[src/rtl/seq1010_tx.sv]
// seq1010_tx: serializes words MSB-first onto w_o and runs a reference 1010 Mealy detector on the stream
module seq1010_tx #(
  parameter int   WIDTH    = 8,
  parameter int   CNT_W    = 8,
  parameter logic IDLE_BIT = 1'b0
) (
  input  logic             clk_i,
  input  logic             rstn,
  input  logic [WIDTH-1:0] data_i,
  input  logic             valid_i,
  output logic             ready_o,
  output logic             w_o,
  output logic             w_valid_o,
  output logic             busy_o,
  output logic             z_exp_o,
  output logic [CNT_W-1:0] match_cnt_o
);
  localparam int BW = $clog2(WIDTH);
  localparam logic [0:0] IDLE = 1'b0, SHIFT = 1'b1;
  localparam logic [1:0] S0 = 2'd0, S1 = 2'd1, S2 = 2'd2, S3 = 2'd3;
  logic [0:0]       state;
  logic [WIDTH-1:0] shreg;
  logic [BW-1:0]    bit_cnt;
  logic [1:0]       model, model_nx;
  logic             last, accept;
  assign last        = state == SHIFT && bit_cnt == BW'(WIDTH - 1);
  assign ready_o     = rstn && (state == IDLE || last);
  assign accept      = valid_i && ready_o;
  assign w_o         = state == SHIFT ? shreg[WIDTH-1] : IDLE_BIT;
  assign w_valid_o   = state == SHIFT;
  assign busy_o      = state == SHIFT;
  assign z_exp_o     = model == S3 && !w_o;
  // Model also steps on idle bits, so idle gaps break a pattern in progress
  always_comb
    model_nx = w_o ? (model == S2 ? S3 : S1) : (model == S1 || model == S3 ? S2 : S0);
  always_ff @(posedge clk_i) begin
    if (!rstn) begin
      state       <= IDLE;
      shreg       <= '0;
      bit_cnt     <= '0;
      model       <= S0;
      match_cnt_o <= '0;
    end else begin
      model <= model_nx;
      if (z_exp_o && !(&match_cnt_o)) match_cnt_o <= match_cnt_o + 1'b1;
      if (accept) begin
        state   <= SHIFT;
        shreg   <= data_i;
        bit_cnt <= '0;
      end else if (state == SHIFT) begin
        state   <= last ? IDLE : SHIFT;
        shreg   <= shreg << 1;
        bit_cnt <= bit_cnt + 1'b1;
      end
    end
  end
endmodule

[config.mk]
export PLATFORM = sky130hd
export DESIGN_NAME = seq1010_tx
export DESIGN_NICKNAME = d
export VERILOG_FILES = /design/src/rtl/seq1010_tx.sv
export SDC_FILE = /design/constraint.sdc
export NUM_CORES = 1
export LEC_CHECK = 0
export ABC_AREA = 1
export BUFFER_PORTS_ARGS = -buffer_cell sky130_fd_sc_hd__buf_2
export CAP_MARGIN = 15
export CORE_ASPECT_RATIO = 1.1
export CORE_MARGIN = 1.5
export CORE_UTILIZATION = 30
export DETAILED_ROUTE_END_ITERATION = 8
export PLACE_DENSITY = 0.58
export SLEW_MARGIN = 0
export SYNTH_ARGS = -nofsm -noshare
export SYNTH_HDL_FRONTEND = slang
export SYNTH_SLANG_ARGS = --single-unit
[constraint.sdc]
create_clock -name clk_i -period 1.3 [get_ports clk_i]
set_input_delay 0.065 -clock clk_i [delete_from_list [all_inputs] [get_ports clk_i]]
set_output_delay 0.065 -clock clk_i [all_outputs]
set_load 0.03 [all_outputs]
; After elaboration in Yosys (flattened, before gate mapping)
; Cells that the tools add are included.
[op_classes]
n_addsub = 2
mul = 0
div_mod_pow = 0
n_lt_le_gt_ge = 0
eq_ne = 4
shifts = 0
n_mux = 9
bitwise_logic = 2
n_reduce_logical = 12
[ops]
columns = cell, n
row1 = $mux W8, 2
row2 = $add A8 B1 Y8 const B, 1
row3 = $reduce_and A8 Y1, 1
row4 = $mux W2, 3
row5 = $logic_and A1 B1 Y1, 5
row6 = $eq A2 B2 Y1 const B, 2
row7 = $mux W1, 4
row8 = $add A3 B1 Y3 const B, 1
row9 = $eq A3 B3 Y1 const B, 1
row10 = $eq A2 B1 Y1 const B, 1
row11 = $logic_not A1 Y1, 2
row12 = $logic_or A1 B1 Y1, 2
row13 = $not A1 Y1, 2
row14 = $reduce_bool A2 Y1, 1
row15 = $reduce_or A2 Y1, 1
[word_totals]
reg_bits = 22
latchBits = 0
ramBits = 0
rom_bits = 0
input_bits = 11
out_inout_bits = 13
wordCells = 34
memories = 0

; Longest topological paths before layout
[logic_depth]
word_depth = 6
depth_mapped = 9
depth_no_buf = 9

; Worst setup path before layout
; Ideal clock, no wire load.
[synth_path]
path_type = reg2reg
start = register state, in the netlist busy_o
end = register match_cnt_o[1]
setup_ns = 0.116
t_arrival_ns = 1.306
required_time_ns = 1.184
slack_ns = -0.122
path_stages_with_launch = 8
n_path_buf = 0
synth_period_minus_slack_ns = 1.422
cell_sequence = dfxtp_1 > nand2_2 > inv_2 > nor2_4 > nand2_2 > inv_1 > nor2_1 > nor2_1
[synth_via]
elab_chain_len = 4
[synth_lines]
columns = item, line_no
row1 = from (decl), 21  ; logic [0:0] state;
row2 = from (signal assigned), 51  ; state <= last ? IDLE : SHIFT;
row3 = $mux W1, 29  ; assign w_o = state == SHIFT ? shreg[WIDTH-1] : IDLE_BIT;
row4 = net w_o, 12  ; output logic w_o,
row5 = $logic_not A1 Y1, 32  ; assign z_exp_o = model == S3 && !w_o;
row6 = $logic_and A1 B1 Y1, 32
row7 = net z_exp_o, 15  ; output logic z_exp_o,
row8 = $logic_and A1 B1 Y1, 45  ; if (z_exp_o && !(&match_cnt_o)) match_cnt_o <= match_cnt_o + 1'b1;
row9 = to (signal assigned), 45
row10 = to (decl), 16  ; output logic [CNT_W-1:0] match_cnt_o
; The timed path passes the listed nets, and every way through them passes these cells.
; A chain may end at the register's enable or synchronous reset.

; Final worst setup path
[layout_path]
start = register bit_cnt[1]
end = output ready_o
[layout_via]
elab_chain_len = 4
[layout_lines]
columns = item, line_no
row1 = from (decl), 23  ; logic [BW-1:0] bit_cnt;
row2 = from (signal assigned), 53  ; bit_cnt <= bit_cnt + 1'b1;
row3 = $eq A3 B3 Y1, 26  ; assign last = state == SHIFT && bit_cnt == BW'(WIDTH - 1);
row4 = $logic_and A1 B1 Y1, 26
row5 = $logic_or A1 B1 Y1, 27  ; assign ready_o = rstn && (state == IDLE || last);
row6 = $logic_and A1 B1 Y1, 27
row7 = to (decl), 11  ; output logic ready_o,
; No other way between the ends.

==> flow_summary.toml <==
[status]
status = "finished, violations left"
violations = "negative setup slack"

[sta]
finalSetupViolCount = 6
setup_tns_ns = -0.111
period_needed_ns = 1.36
drv_slew = 0
finalClockSkew_ns = 0.00155
slew_headroom = 0.808
max_slew.worst_pin.slew_ns = 0.288
hold_viol = 0
worst_slack_ns = -0.0609
holdWs_ns = 0.0718
timing.final.crit_share = 1.05
rsz0062_at_grt = "true"
clock.fmax_mhz = 735

[final_layout]
multi_input_area_um2 = 653
filler_cell_count = 380
syn2layout_area_growth_pct = 34.5
drive_gt1_frac = 0.432
final_common_cell = "nand2_1"
final_cell_mix = "nand2_1, nor2_1, buf_2, dfxtp_1, buf_4"
nNetsFinal = 205
n_antenna_cell = 0
seq_area_um2 = 447
layout.cells.non_filler = 240

[setup_path]
worstPathArrival_ns = 1.30
worst_path_largest_cell_delay_ns = 0.36
crit_path_top_delay_cell = "dfxtp_2"
crit_family = "flip-flops"
endpoint_kind = "output port"
start_kind = "flip-flop"
cp_cell_sequence = "ha_4, ha_4, inv_2, buf_6, a21oi_4, buf_6"
cp.required_ns = 1.24
critPathKind = "flip-flop to output port"
crit_buf_inv = 3
path_max_fanout = 2

[pwr]
power_density_nw_per_um2 = 906
pwr-share-comb = 0.140
peakVddDrop_v = 0.000721
p_total_mw = 1.41
sw_frac_of_total = 0.246
power_frac_clock = 0.350
leakage_nw = 0.669
internal_power_mw = 1.06
pwr-share-seq = 0.510
p_switching_mw = 0.345

[logic_synthesis]
ys_warn_count = 0
synth-seq-area-share = 0.381
avgSynthCellArea_um2 = 7.75
synth.top_cell.area_share = 0.381
synth_cells = 149
synth_top_cell_by_area = "dfxtp_1"
syn_nets = 163
synth_area_leaders = "dfxtp_1, nand2_1, nor2_1"
syn_area_um2 = 1150
ys_seq_elements = 22
synthDistinctLibCells = 26

[flow_run]
cap_viol_max_count = 0

[clocking]
clock_sinks = 22
cts_max_level = 1
clk_path_buf_depth = 2
postCtsHoldBufs = 0
cts_tree = "done"
cts-root-buf = "clkbuf_8"
path_clk_slew_ns = 0.08
clkLatencyLatePin_ns = 0.26
cts-buffers-inserted = 3

[drt]
wl_per_cell_um = 9.57
finalWirelength_mm = 2.30
vias = 1062
viasPerCell = 4.43
first_pass_iters = 4
route.detailed.drc = 0
ant_nets = 0
dr.first_iter.drc_count = 35

[floorplanning]
die_height_um = 68.1
rows = 23
num_io_pins = 24
coreArea_um2 = 3650
die_w_um = 62.2
start_util = 0.316
die_area_um2 = 4230

[global_route]
antenna_found_initial = 0
grt_pass1_vias = 962
grt.total_usage = 0.121
grt_overflow_total = 0
grt_pass1_wl_mm = 4.08
grt_start_max_net_pins = 13

[placement]
io_buffers = 23
place_ws_ns = -0.0649
dp_hpwl_mm = 1.71
placedCellCount = 229
gp_congestion = 0.785

[min_path]
worstHoldPathType = "input port to flip-flop"
worst paths after layout:
path / from / to / slack, ns / cells past startpoint
max: bit_cnt[1] / ready_o / -0.06 / 6
min: data_i[5] / shreg[5] / 0.07 / 3
max reg2reg: bit_cnt[1] / bit_cnt[0] / -0.03 / 8
min reg2reg: shreg[0] / shreg[0] / 0.47 / 2
stage by stage:
step	instance area (um^2)	utilization
after floorplan	1170	-
after global placement	1400	0.382
after detailed placement	1400	0.382
after CTS	1510	0.413
after global routing	1550	0.425
final	1550	0.425
area by class of cell:
class / count / share of cell area
Clock buffer: 4 / 0.0355
Timing Repair Buffer: 41 / 0.177
Sequential cell: 22 / 0.288
Inverter: 16 / 0.0387
Multi-Input combinational cell: 107 / 0.421
Tap cell: 50 / 0.0403
logic make-up (layout without fill, tap and decap cells):
| family | count (synthesis) | in the layout | share of synthesized area |
|---|---|---|---|
| simple gates | 75 | 76 | 0.298 |
| compound gates | 27 | 27 | 0.184 |
| xor+xnor | 1 | 1 | 0.00759 |
| buf+inv | 21 | 61 | 0.0964 |
| fa+ha+maj | 3 | 3 | 0.0325 |
| flops | 22 | 22 | 0.381 |
metal layers:
metal | GRT usage | vias up | part of all wire
li1 | - | 565 | -
met1 | 0.136 | 469 | 0.45
met2 | 0.226 | 26 | 0.49
met3 | 0.0411 | 2 | 0.054
met4 | 0.0250 | 0 | 0.0052
met5 | 0 | - | 0
tightest hold or removal path: stages:
cell and delay [ns]:
buf_2 0.08, nor2_2 0.03, a211oi_2 0.11
flip-flops by register name, summed over array words and instances (netlist names):
register and count:
busy_o 1, match_cnt_o 8, model 2, bit_cnt 3, shreg 8
repair_timing:
action / CTS / global route
endpoints found under the hold margin: 0 / 0
setup endpoints to repair: 12 / 18
pin swaps: 5 / 2
cloned: 0 / 1
resized for setup: 11 / 5
buffers inserted: 3 / 3
synth_stat cells, drive strengths merged:
library cell / number
ha: 3
nor2: 28
xnor2: 1
nand4: 2
inv: 16
o21ai: 5
a21boi: 6
nand2: 37
a21oi: 9
nand3: 8
a211oi: 7
dfxtp: 22
buf: 5
power groups by stage:
stage               logic [mW]  clock network, mW  registers (mW)
finish                   0.197              0.492           0.717
global route             0.218              0.538           0.721
CTS                      0.191              0.514           0.717
detailed placement       0.180                  0           0.731
global placement         0.180                  0           0.731
floorplan                0.126                  0           0.733
No activity file was read; power rests on OpenSTA's default activity.
